==> src/rtl/pipe_skid_stage_if.sv <==
// Handshake bundle for pipe_skid_stage: upstream valid/ready + entry fields,
// downstream valid/ready + entry fields, and the exception flush request.
interface pipe_skid_stage_if #(
    parameter int DATA_W = 96,
    parameter int PC_W   = 32,
    parameter int EXC_W  = 5
);
    logic              req;
    logic              in_valid;
    logic              in_ready;
    logic [PC_W-1:0]   in_pc;
    logic [31:0]       in_instr;
    logic [DATA_W-1:0] in_data;
    logic              in_bd;
    logic [EXC_W-1:0]  in_exc;
    logic              out_valid;
    logic              out_ready;
    logic [PC_W-1:0]   out_pc;
    logic [31:0]       out_instr;
    logic [DATA_W-1:0] out_data;
    logic              out_bd;
    logic [EXC_W-1:0]  out_exc;

    modport slave (
        input  req, in_valid, in_pc, in_instr, in_data, in_bd, in_exc, out_ready,
        output in_ready, out_valid, out_pc, out_instr, out_data, out_bd, out_exc
    );

    modport master (
        output req, in_valid, in_pc, in_instr, in_data, in_bd, in_exc, out_ready,
        input  in_ready, out_valid, out_pc, out_instr, out_data, out_bd, out_exc
    );
endinterface

==> src/rtl/pipe_skid_stage.sv <==
// Pipeline stage register with valid/ready handshake and a 2-entry skid buffer.
// Optional downstream-stall counter enabled by defining PIPE_STALL_CNT_EN.
module pipe_skid_stage #(
    parameter int              DATA_W   = 96,
    parameter int              PC_W     = 32,
    parameter int              EXC_W    = 5,
    parameter logic [PC_W-1:0] FLUSH_PC = 32'h0000_4180,
    parameter int              CNT_W    = 16
) (
    input  logic             clk,
    input  logic             reset,
    pipe_skid_stage_if.slave bus,
    output logic [CNT_W-1:0] stall_cnt
);
    typedef struct packed {
        logic [PC_W-1:0]   pc;
        logic [31:0]       instr;
        logic [DATA_W-1:0] data;
        logic              bd;
        logic [EXC_W-1:0]  exc;
    } entry_t;

    typedef enum logic [1:0] {
        ST_EMPTY = 2'd0,
        ST_ONE   = 2'd1,
        ST_FULL  = 2'd2
    } state_t;

    state_t state_q;
    entry_t main_q;
    entry_t skid_q;
    logic   in_ready_q;
    logic   out_valid_q;
    entry_t in_entry;
    entry_t flush_entry;
    logic   in_fire;
    logic   out_fire;

    assign in_entry    = {bus.in_pc, bus.in_instr, bus.in_data, bus.in_bd, bus.in_exc};
    assign flush_entry = {FLUSH_PC, 32'h0000_0000, {DATA_W{1'b0}}, 1'b0, {EXC_W{1'b0}}};
    assign in_fire     = bus.in_valid & in_ready_q;
    assign out_fire    = out_valid_q & bus.out_ready;

    // Slot state machine; in_ready is recomputed alongside state so it never
    // depends combinationally on out_ready.
    always_ff @(posedge clk) begin
        if (reset) begin
            state_q     <= ST_EMPTY;
            main_q      <= '0;
            skid_q      <= '0;
            in_ready_q  <= 1'b1;
            out_valid_q <= 1'b0;
        end else if (bus.req) begin
            state_q     <= ST_EMPTY;
            main_q      <= flush_entry;
            skid_q      <= '0;
            in_ready_q  <= 1'b1;
            out_valid_q <= 1'b0;
        end else begin
            case (state_q)
                ST_EMPTY: begin
                    if (in_fire) begin
                        main_q      <= in_entry;
                        out_valid_q <= 1'b1;
                        state_q     <= ST_ONE;
                    end else begin
                        state_q     <= ST_EMPTY;
                    end
                end
                ST_ONE: begin
                    if (in_fire && out_fire) begin
                        main_q      <= in_entry;
                        state_q     <= ST_ONE;
                    end else if (in_fire) begin
                        skid_q      <= in_entry;
                        in_ready_q  <= 1'b0;
                        state_q     <= ST_FULL;
                    end else if (out_fire) begin
                        out_valid_q <= 1'b0;
                        state_q     <= ST_EMPTY;
                    end else begin
                        state_q     <= ST_ONE;
                    end
                end
                ST_FULL: begin
                    if (out_fire) begin
                        main_q      <= skid_q;
                        skid_q      <= '0;
                        in_ready_q  <= 1'b1;
                        state_q     <= ST_ONE;
                    end else begin
                        state_q     <= ST_FULL;
                    end
                end
                default: begin
                    state_q     <= ST_EMPTY;
                    in_ready_q  <= 1'b1;
                    out_valid_q <= 1'b0;
                end
            endcase
        end
    end

    assign bus.in_ready  = in_ready_q;
    assign bus.out_valid = out_valid_q;
    assign bus.out_pc    = main_q.pc;
    assign bus.out_instr = main_q.instr;
    assign bus.out_data  = main_q.data;
    assign bus.out_bd    = main_q.bd;
    assign bus.out_exc   = main_q.exc;

`ifdef PIPE_STALL_CNT_EN
    logic [CNT_W-1:0] stall_cnt_q;
    logic [CNT_W-1:0] stall_cnt_d;

    // Saturating count of cycles the downstream refuses a valid entry.
    always_comb begin
        stall_cnt_d = stall_cnt_q;
        if (out_valid_q && !bus.out_ready && !(&stall_cnt_q)) begin
            stall_cnt_d = stall_cnt_q + {{(CNT_W-1){1'b0}}, 1'b1};
        end else begin
            stall_cnt_d = stall_cnt_q;
        end
    end

    // Only reset clears the counter; a flush keeps the history.
    always_ff @(posedge clk) begin
        if (reset) begin
            stall_cnt_q <= {CNT_W{1'b0}};
        end else begin
            stall_cnt_q <= stall_cnt_d;
        end
    end

    assign stall_cnt = stall_cnt_q;
`else
    assign stall_cnt = {CNT_W{1'b0}};
`endif

endmodule

==> src/flat_wrapper.sv <==
// flat-port wrapper written by rule: the top's interface ports become plain ports
module pipe_skid_stage_flat 
#(
    parameter int              DATA_W   = 96,
    parameter int              PC_W     = 32,
    parameter int              EXC_W    = 5,
    parameter logic [PC_W-1:0] FLUSH_PC = 32'h0000_4180,
    parameter int              CNT_W    = 16
)
  (clk, reset, stall_cnt, bus_req, bus_in_valid, bus_in_pc, bus_in_instr, bus_in_data, bus_in_bd, bus_in_exc, bus_out_ready, bus_in_ready, bus_out_valid, bus_out_pc, bus_out_instr, bus_out_data, bus_out_bd, bus_out_exc);
  pipe_skid_stage_if #(.DATA_W(DATA_W), .PC_W(PC_W), .EXC_W(EXC_W)) bus_i ();
  input  logic clk;
  input  logic reset;
  output logic [CNT_W-1:0] stall_cnt;
  input wire logic [$bits(bus_i.req)-1:0] bus_req;
  input wire logic [$bits(bus_i.in_valid)-1:0] bus_in_valid;
  input wire logic [$bits(bus_i.in_pc)-1:0] bus_in_pc;
  input wire logic [$bits(bus_i.in_instr)-1:0] bus_in_instr;
  input wire logic [$bits(bus_i.in_data)-1:0] bus_in_data;
  input wire logic [$bits(bus_i.in_bd)-1:0] bus_in_bd;
  input wire logic [$bits(bus_i.in_exc)-1:0] bus_in_exc;
  input wire logic [$bits(bus_i.out_ready)-1:0] bus_out_ready;
  output wire logic [$bits(bus_i.in_ready)-1:0] bus_in_ready;
  output wire logic [$bits(bus_i.out_valid)-1:0] bus_out_valid;
  output wire logic [$bits(bus_i.out_pc)-1:0] bus_out_pc;
  output wire logic [$bits(bus_i.out_instr)-1:0] bus_out_instr;
  output wire logic [$bits(bus_i.out_data)-1:0] bus_out_data;
  output wire logic [$bits(bus_i.out_bd)-1:0] bus_out_bd;
  output wire logic [$bits(bus_i.out_exc)-1:0] bus_out_exc;
  assign bus_i.req = bus_req;
  assign bus_i.in_valid = bus_in_valid;
  assign bus_i.in_pc = bus_in_pc;
  assign bus_i.in_instr = bus_in_instr;
  assign bus_i.in_data = bus_in_data;
  assign bus_i.in_bd = bus_in_bd;
  assign bus_i.in_exc = bus_in_exc;
  assign bus_i.out_ready = bus_out_ready;
  assign bus_in_ready = bus_i.in_ready;
  assign bus_out_valid = bus_i.out_valid;
  assign bus_out_pc = bus_i.out_pc;
  assign bus_out_instr = bus_i.out_instr;
  assign bus_out_data = bus_i.out_data;
  assign bus_out_bd = bus_i.out_bd;
  assign bus_out_exc = bus_i.out_exc;
  pipe_skid_stage #(.DATA_W(DATA_W), .PC_W(PC_W), .EXC_W(EXC_W), .FLUSH_PC(FLUSH_PC), .CNT_W(CNT_W)) u_core (.clk(clk), .reset(reset), .bus(bus_i), .stall_cnt(stall_cnt));
endmodule
==> config.mk <==
export PLATFORM = sky130hd
export DESIGN_NAME = pipe_skid_stage_flat
export DESIGN_NICKNAME = d
export VERILOG_FILES = /design/src/rtl/pipe_skid_stage_if.sv /design/src/rtl/pipe_skid_stage.sv /design/src/flat_wrapper.sv
export SDC_FILE = /design/constraint.sdc
export NUM_CORES = 1
export LEC_CHECK = 0
export CORE_MARGIN = 2
export CORE_UTILIZATION = 45
export DETAILED_ROUTE_END_ITERATION = 10
export PLACE_DENSITY = 0.79
export RECOVER_POWER = 25
export SYNTH_ARGS = -nofsm -noshare
export SYNTH_HDL_FRONTEND = slang
export SYNTH_SLANG_ARGS = --single-unit
==> constraint.sdc <==
create_clock -name clk -period 3.3 [get_ports clk]
set_input_delay 0.66 -clock clk [delete_from_list [all_inputs] [get_ports clk]]
set_output_delay 0.66 -clock clk [all_outputs]
set_load 0.05 [all_outputs]
==> results.toml <==
[status]
status = "finished clean"

[hold_path]
holdCritPathClass = "flip-flop to flip-flop"
min_to = "u_core.skid_q[35]"
min_path_cells = 2
min_from = "u_core.skid_q[35]"

[setup_path]
rr_startpoint = "u_core.state_q[1]"
slowest_delay_ps = 640
crit_buf_inv = 2
crit_path_max_fanout = 21
path_delay_family = "simple AND/OR/NAND/NOR gates"
reg2reg_slack_ps = 1110
critical_path_arrival_ps = 3160
crit_path_end_kind = "flip-flop"
worstRegToRegCells = 5
path_class = "input pin to flip-flop"
crit_required_ps = 3720
slowest_stage = "dlygate4sd3_1"
worstSetupStartpointType = "input pin"
path_cells = "dlygate4sd3_1 > or2_1 > nor2_4 > clkbuf_1 > nand3_1 > o21ai_0"
r2r-end = "u_core.bus.out_pc[31]"

[placement]
io_buffers = 338
dpl.hpwl_mm = 25.4
pre_cts_ws_ps = 544
gp_congestion = 0.814

[sta]
worst_slew_pin_slew_ps = 972
slew_headroom_pct = 35.2
holdWs_ps = 446
period_minus_slack_ps = 2740
finalMaxSlewViolations = 0
finalHoldViolations = 0
fin_skew_ps = 12.2
final.setup.worst_slack_ps = 558
finalCritPeriodShare_pct = 83.1
tns_ps = 0
setup_viol = 0
rsz0062_at_grt = "false"
fmax_ghz = 0.365

[route]
dr_wl_met3_mm = 2.75
first_pass_iters = 5
met1_length_mm = 16.7
drt-initial-drc-count = 1083
wirelength_mm = 39.7
drt-wirelength-per-cell_um = 16.6
vias = 13000
drc = 0
vias_per_cell = 5.47
top_layer = "met4"
ant_nets = 0
met2_length_mm = 18.7

[yosys]
postSynthCellCount = 1712
synth_edf_count = 0
synthArstFlopShare_pct = 0
syn_area_um2 = 13400
synth.largest_area_cell = "dfxtp_1"
synth.distinct_cells = 28
synth.avg_cell_area_um2 = 7.84
synth_warnings = 0
synth_top_area_share_pct = 50.1
synthTopCellsByCount = "nand2_1, dfxtp_1, nand3_1, nor2_1, a311oi_1"
synth-seq-area-share_pct = 50.1
synth_top_flop_cell = "dfxtp_1"
ys_seq_elements = 336
yosysMostFrequentCell = "nand2_1"
synth_area_leaders = "dfxtp_1, nand2_1, a311oi_1"

[die]
rows = 63
die_w_um = 177
fp.dieH_um = 177
core_um2 = 29500
io_pins = 355
start_util_pct = 45.5
dieArea_um2 = 31200

[clock_tree]
cts_resized = 0
clockRootBuffer = "clkbuf_16"
cts_tree = "built"
htree_num_levels = 2
ctsHoldBuffers = 0
path_clk_slew_ps = 60
clk_latency_ps = 510
clock-sinks = 336
numCtsBuffers = 37
cts_buffer_depth = 3
cts_setup_buffers = 0

[finish]
drive_gt1_share_pct = 5.32
utilization_pct = 62.6
fill_cells = 2491
final_nets = 2137
syn_to_final_growth_pct = 37.3

[flow_run]
drv_cap = 0

[power_and_ir_drop]
power_leakage_nw = 6.69
p_per_area_nw_per_um2 = 548
ir_worst_vdd_v = 0.000473

[global_route]
grt_start_max_net_pins = 146
grt_pass1_wl_mm = 62.7
grt_overflow = 0
grt_pass1_vias = 12200
antenna_found_initial = 2
grt_usage_pct = 24.3
[cell families (layout without fill, tap and decap cells)]
family          count (synthesis)  in the layout  share of synthesized area, %
simple gates                  848            848                          25.6
buf+inv                       183            450                          6.64
flops                         336            336                          50.1
other cells                     1             18                        0.0279
compound gates                344            344                          17.6
[per-layer routing]
metal	vias up	track usage [%]
li1	6370	-
met1	6087	31.1
met2	500	40.1
met3	89	4.57
met4	0	10.6
met5	-	0
[tightest hold or removal path: stages (launching register included)]
cell,delay (ps)
dfxtp_1,310
nand2_1,50
o21ai_1,50
[registers in the layout, summed over array words and instances, names as in the netlist]
name                  flops
u_core.bus.out_exc        5
u_core.bus.out_valid      1
u_core.bus.out_data      96
u_core.bus.out_instr     32
u_core.bus.out_pc        32
u_core.bus.out_bd         1
u_core.state_q            2
u_core.skid_q           166
u_core.bus.in_ready       1
[cells in the final DEF, fill, tap and decap left out, types with 3 or more instances in the layout]
master / count
a211oi_1: 6
a21oi_1: 4
a311oi_1: 163
and2_1: 3
buf_12: 26
buf_4: 15
bufinv_16: 5
clkbuf_1: 11
clkbuf_16: 39
clkbuf_8: 7
clkdlybuf4s50_1: 336
clkinv_2: 6
conb_1: 16
dfxtp_1: 336
nand2_1: 496
nand3_1: 167
nor2_1: 166
nor3_1: 3
o21ai_0: 137
o21ai_1: 31
[stage by stage]
stage | cell area (um^2) | total power, W | std cells
finish | 18400 | 0.0101 | 2386
floorplan | 13500 | 0.00522 | 1727
detailed placement | 17200 | 0.00583 | 2317
global route | 18400 | 0.0104 | 2386
global placement | 17200 | 0.00581 | 2317
CTS | 18500 | 0.0102 | 2384
[layout make-up]
cell class	instances	area (um^2)	area share [%]
repair buffers	383	4030	21.9
flip-flops and latches	336	6730	36.5
multi-input cells	1208	5890	31.9
clock inverters	14	206	1.12
clock buffers	53	1100	5.96
diodes	2	5.00	0.0271
well taps	390	488	2.65
[where the power goes]
| part | total (W) | internal, W | leakage (nW) | switching (W) |
|---|---|---|---|---|
| clock network | 0.00436 | 0.00272 | 0.646 | 0.00165 |
| registers | 0.00426 | 0.00418 | 2.73 | 0.0000744 |
| logic | 0.00148 | 0.000539 | 3.32 | 0.000938 |
| total | 0.0101 | 0.00744 | 6.69 | 0.00266 |
[worst max-delay path by stage]
stage	cells past startpoint	startpoint	end
after floorplan	9	u_core.bus.out_valid	u_core.skid_q[24]
after global placement	7	bus_out_ready	u_core.bus.out_pc[4]
after detailed placement	7	bus_out_ready	u_core.bus.out_pc[19]
after CTS	1	u_core.bus.out_valid	bus_out_valid
after global routing	6	bus_req	u_core.skid_q[141]
final	6	bus_req	u_core.skid_q[141]
Power figures use the tool's default switching activity.
==> patch: new RTL, config.mk and constraints unchanged <==
`CNT_W` is set to 16 in 2 places; all go to 32.
--- a/src/rtl/pipe_skid_stage.sv
+++ b/src/rtl/pipe_skid_stage.sv
@@ -6,5 +6,5 @@
     parameter int              EXC_W    = 5,
     parameter logic [PC_W-1:0] FLUSH_PC = 32'h0000_4180,
-    parameter int              CNT_W    = 16
+    parameter int              CNT_W    = 32
 ) (
     input  logic             clk,
--- a/src/flat_wrapper.sv
+++ b/src/flat_wrapper.sv
@@ -6,5 +6,5 @@
     parameter int              EXC_W    = 5,
     parameter logic [PC_W-1:0] FLUSH_PC = 32'h0000_4180,
-    parameter int              CNT_W    = 16
+    parameter int              CNT_W    = 32
 )
   (clk, reset, stall_cnt, bus_req, bus_in_valid, bus_in_pc, bus_in_instr, bus_in_data, bus_in_bd, bus_in_exc, bus_out_ready, bus_in_ready, bus_out_valid, bus_out_pc, bus_out_instr, bus_out_data, bus_out_bd, bus_out_exc);
Ports: changed (resized stall_cnt); port bits go from 355 to 371. No check against the original RTL was run, so the function may have changed too.
==> patch against the unedited design <==
- final area is 1.5% lower
- worst setup slack better by 0.023 ns
- total power is 1.9% lower
- sequential share of layout area is 0.55 points higher
- routed wire length is 0.64% higher
- count of clock-buffer cells in the layout is 5 lower
- synthesized cell count is 0.93% higher
- first-iteration DRC count is 22% higher
- area after synthesis is 0.89% higher
- sequential cell count stayed put
- hold slack better by 0.0030 ns
- largest cell class unchanged
==> patch: results (changes against the unedited design) <==
status - complete, no violations (unchanged)
post-DP HPWL - 24.2 mm (was 25.4 mm)
Seq power - 4.27 mW (was 4.26 mW)
Met1 Wirelength - 16.4 mm (was 16.7 mm)
CTS buffer count - 35 (was 37)
met2 Usage GRT - 0.397 (was 0.401)
slowest stage delay, CP - 0.84 ns (was 0.64 ns)
DRT iter0 DRCs - 1320 (was 1083)
post-place setup slack - 0.478 ns (was 0.544 ns)
P per Cell Area - 545 mW/mm2 (was 548 mW/mm2)
GR Util met1 - 0.317 (was 0.311)
total gr overflow - 0 (unchanged)
Post-synth top cells - nand2_1 (496), dfxtp_1 (336), nand3_1 (167), nor2_1 (167), a311oi_1 (163) (unchanged)
hold_ws - 0.449 ns (was 0.446 ns)
cells after synthesis - 1728 (was 1712)
Final GP Congestion - 0.776 (was 0.814)
Cell Area, Placed - 0.0170 mm2 (was 0.0172 mm2)
met3 usage - 0.0401 (was 0.0457)
Critical R2R Capture - u_core.skid_q[6]$_SDFFE_PP0P_ (was u_core.bus.out_pc[31]$_SDFFE_PP0P_)
register area share after synthesis - 0.497 (was 0.501)
WL met3 - 2.83 mm (was 2.75 mm)
placed insts - 2315 (was 2317)
startpoint of the worst hold path - u_core.skid_q[47]$_SDFFE_PP0P_ (was u_core.skid_q[35]$_SDFFE_PP0P_)
nets@finish - 2133 (was 2137)
# port buffers - 338 (unchanged)
largest net degree at the start of global routing - 167 (was 146)
Crit Path Max Fanout - 83 (was 21)
initial antenna violation count - 3 (was 2)
All-Layer GR Usage - 0.242 (was 0.243)
dominant cells by area after synthesis - dfxtp_1 (50%), nand2_1 (14%), a311oi_1 (11%) (unchanged)
Met2 Wirelength - 19.4 mm (was 18.7 mm)
final setup skew - 0.0127 ns (was 0.0122 ns)
non-filler cells, final - 2376 (was 2386)
Worst path top cell family by delay - buffers and inverters (was simple AND/OR/NAND/NOR gates)
Psw - 2.64 mW (was 2.66 mW)
hold path endpoint - u_core.skid_q[47]$_SDFFE_PP0P_ (was u_core.skid_q[35]$_SDFFE_PP0P_)
logic gate share of total power - 0.151 (was 0.146)
maximum VDD drop - 0.426 mV (was 0.473 mV)
fraction of layout cells with a size suffix above 1 - 0.0444 (was 0.0532)
worst slew pin tran - 1.10 ns (was 0.972 ns)
reg2reg path depth - 6 (was 5)
Clock Latency Late Sink - 0.51 ns (about the same)
DR vias - 13099 (was 13046)
vias in the first global route - 12078 (was 12228)
Worst path slowest cell - clkbuf_4 (was dlygate4sd3_1)
flop2flop setup slack - 0.63 ns (was 1.11 ns)
first-pass GRT wire length - 62.6 mm (was 62.7 mm)
Leak - 6.59 nW (was 6.69 nW)
Avg WL per Cell - 16.8 um (was 16.6 um)
==> patch: logic make-up after synthesis <==
logic type	share of synthesized area
and+or+nand+nor	0.254
AOI/OAI and AO/OA	0.174
DFF	0.497
buffers and inverters	0.0747
other	0.000277
==> patch: worst max path at each step <==
stage	end	slack, ns
2_1_floorplan	u_core.skid_q[24]$_SDFFE_PP0P_	1.23
3_3_place_gp	u_core.bus.out_data[9]$_SDFFE_PP0P_	0.58
3_5_place_dp	u_core.bus.out_data[0]$_SDFFE_PP0P_	0.48
4_1_cts	bus_in_ready	0.86
5_1_grt	u_core.skid_q[68]$_SDFFE_PP0P_	0.46
6_report	u_core.skid_q[52]$_SDFFE_PP0P_	0.58
==> patch: layout make-up <==
cell class,count,area [um2]
flip-flops and latches,336,6730
clock inverters,10,150
fillers,2511,11500
diodes,3,7.51
multi-input cells,1224,5950
well taps,390,488
clock buffers,48,1070
repair buffers,365,3770
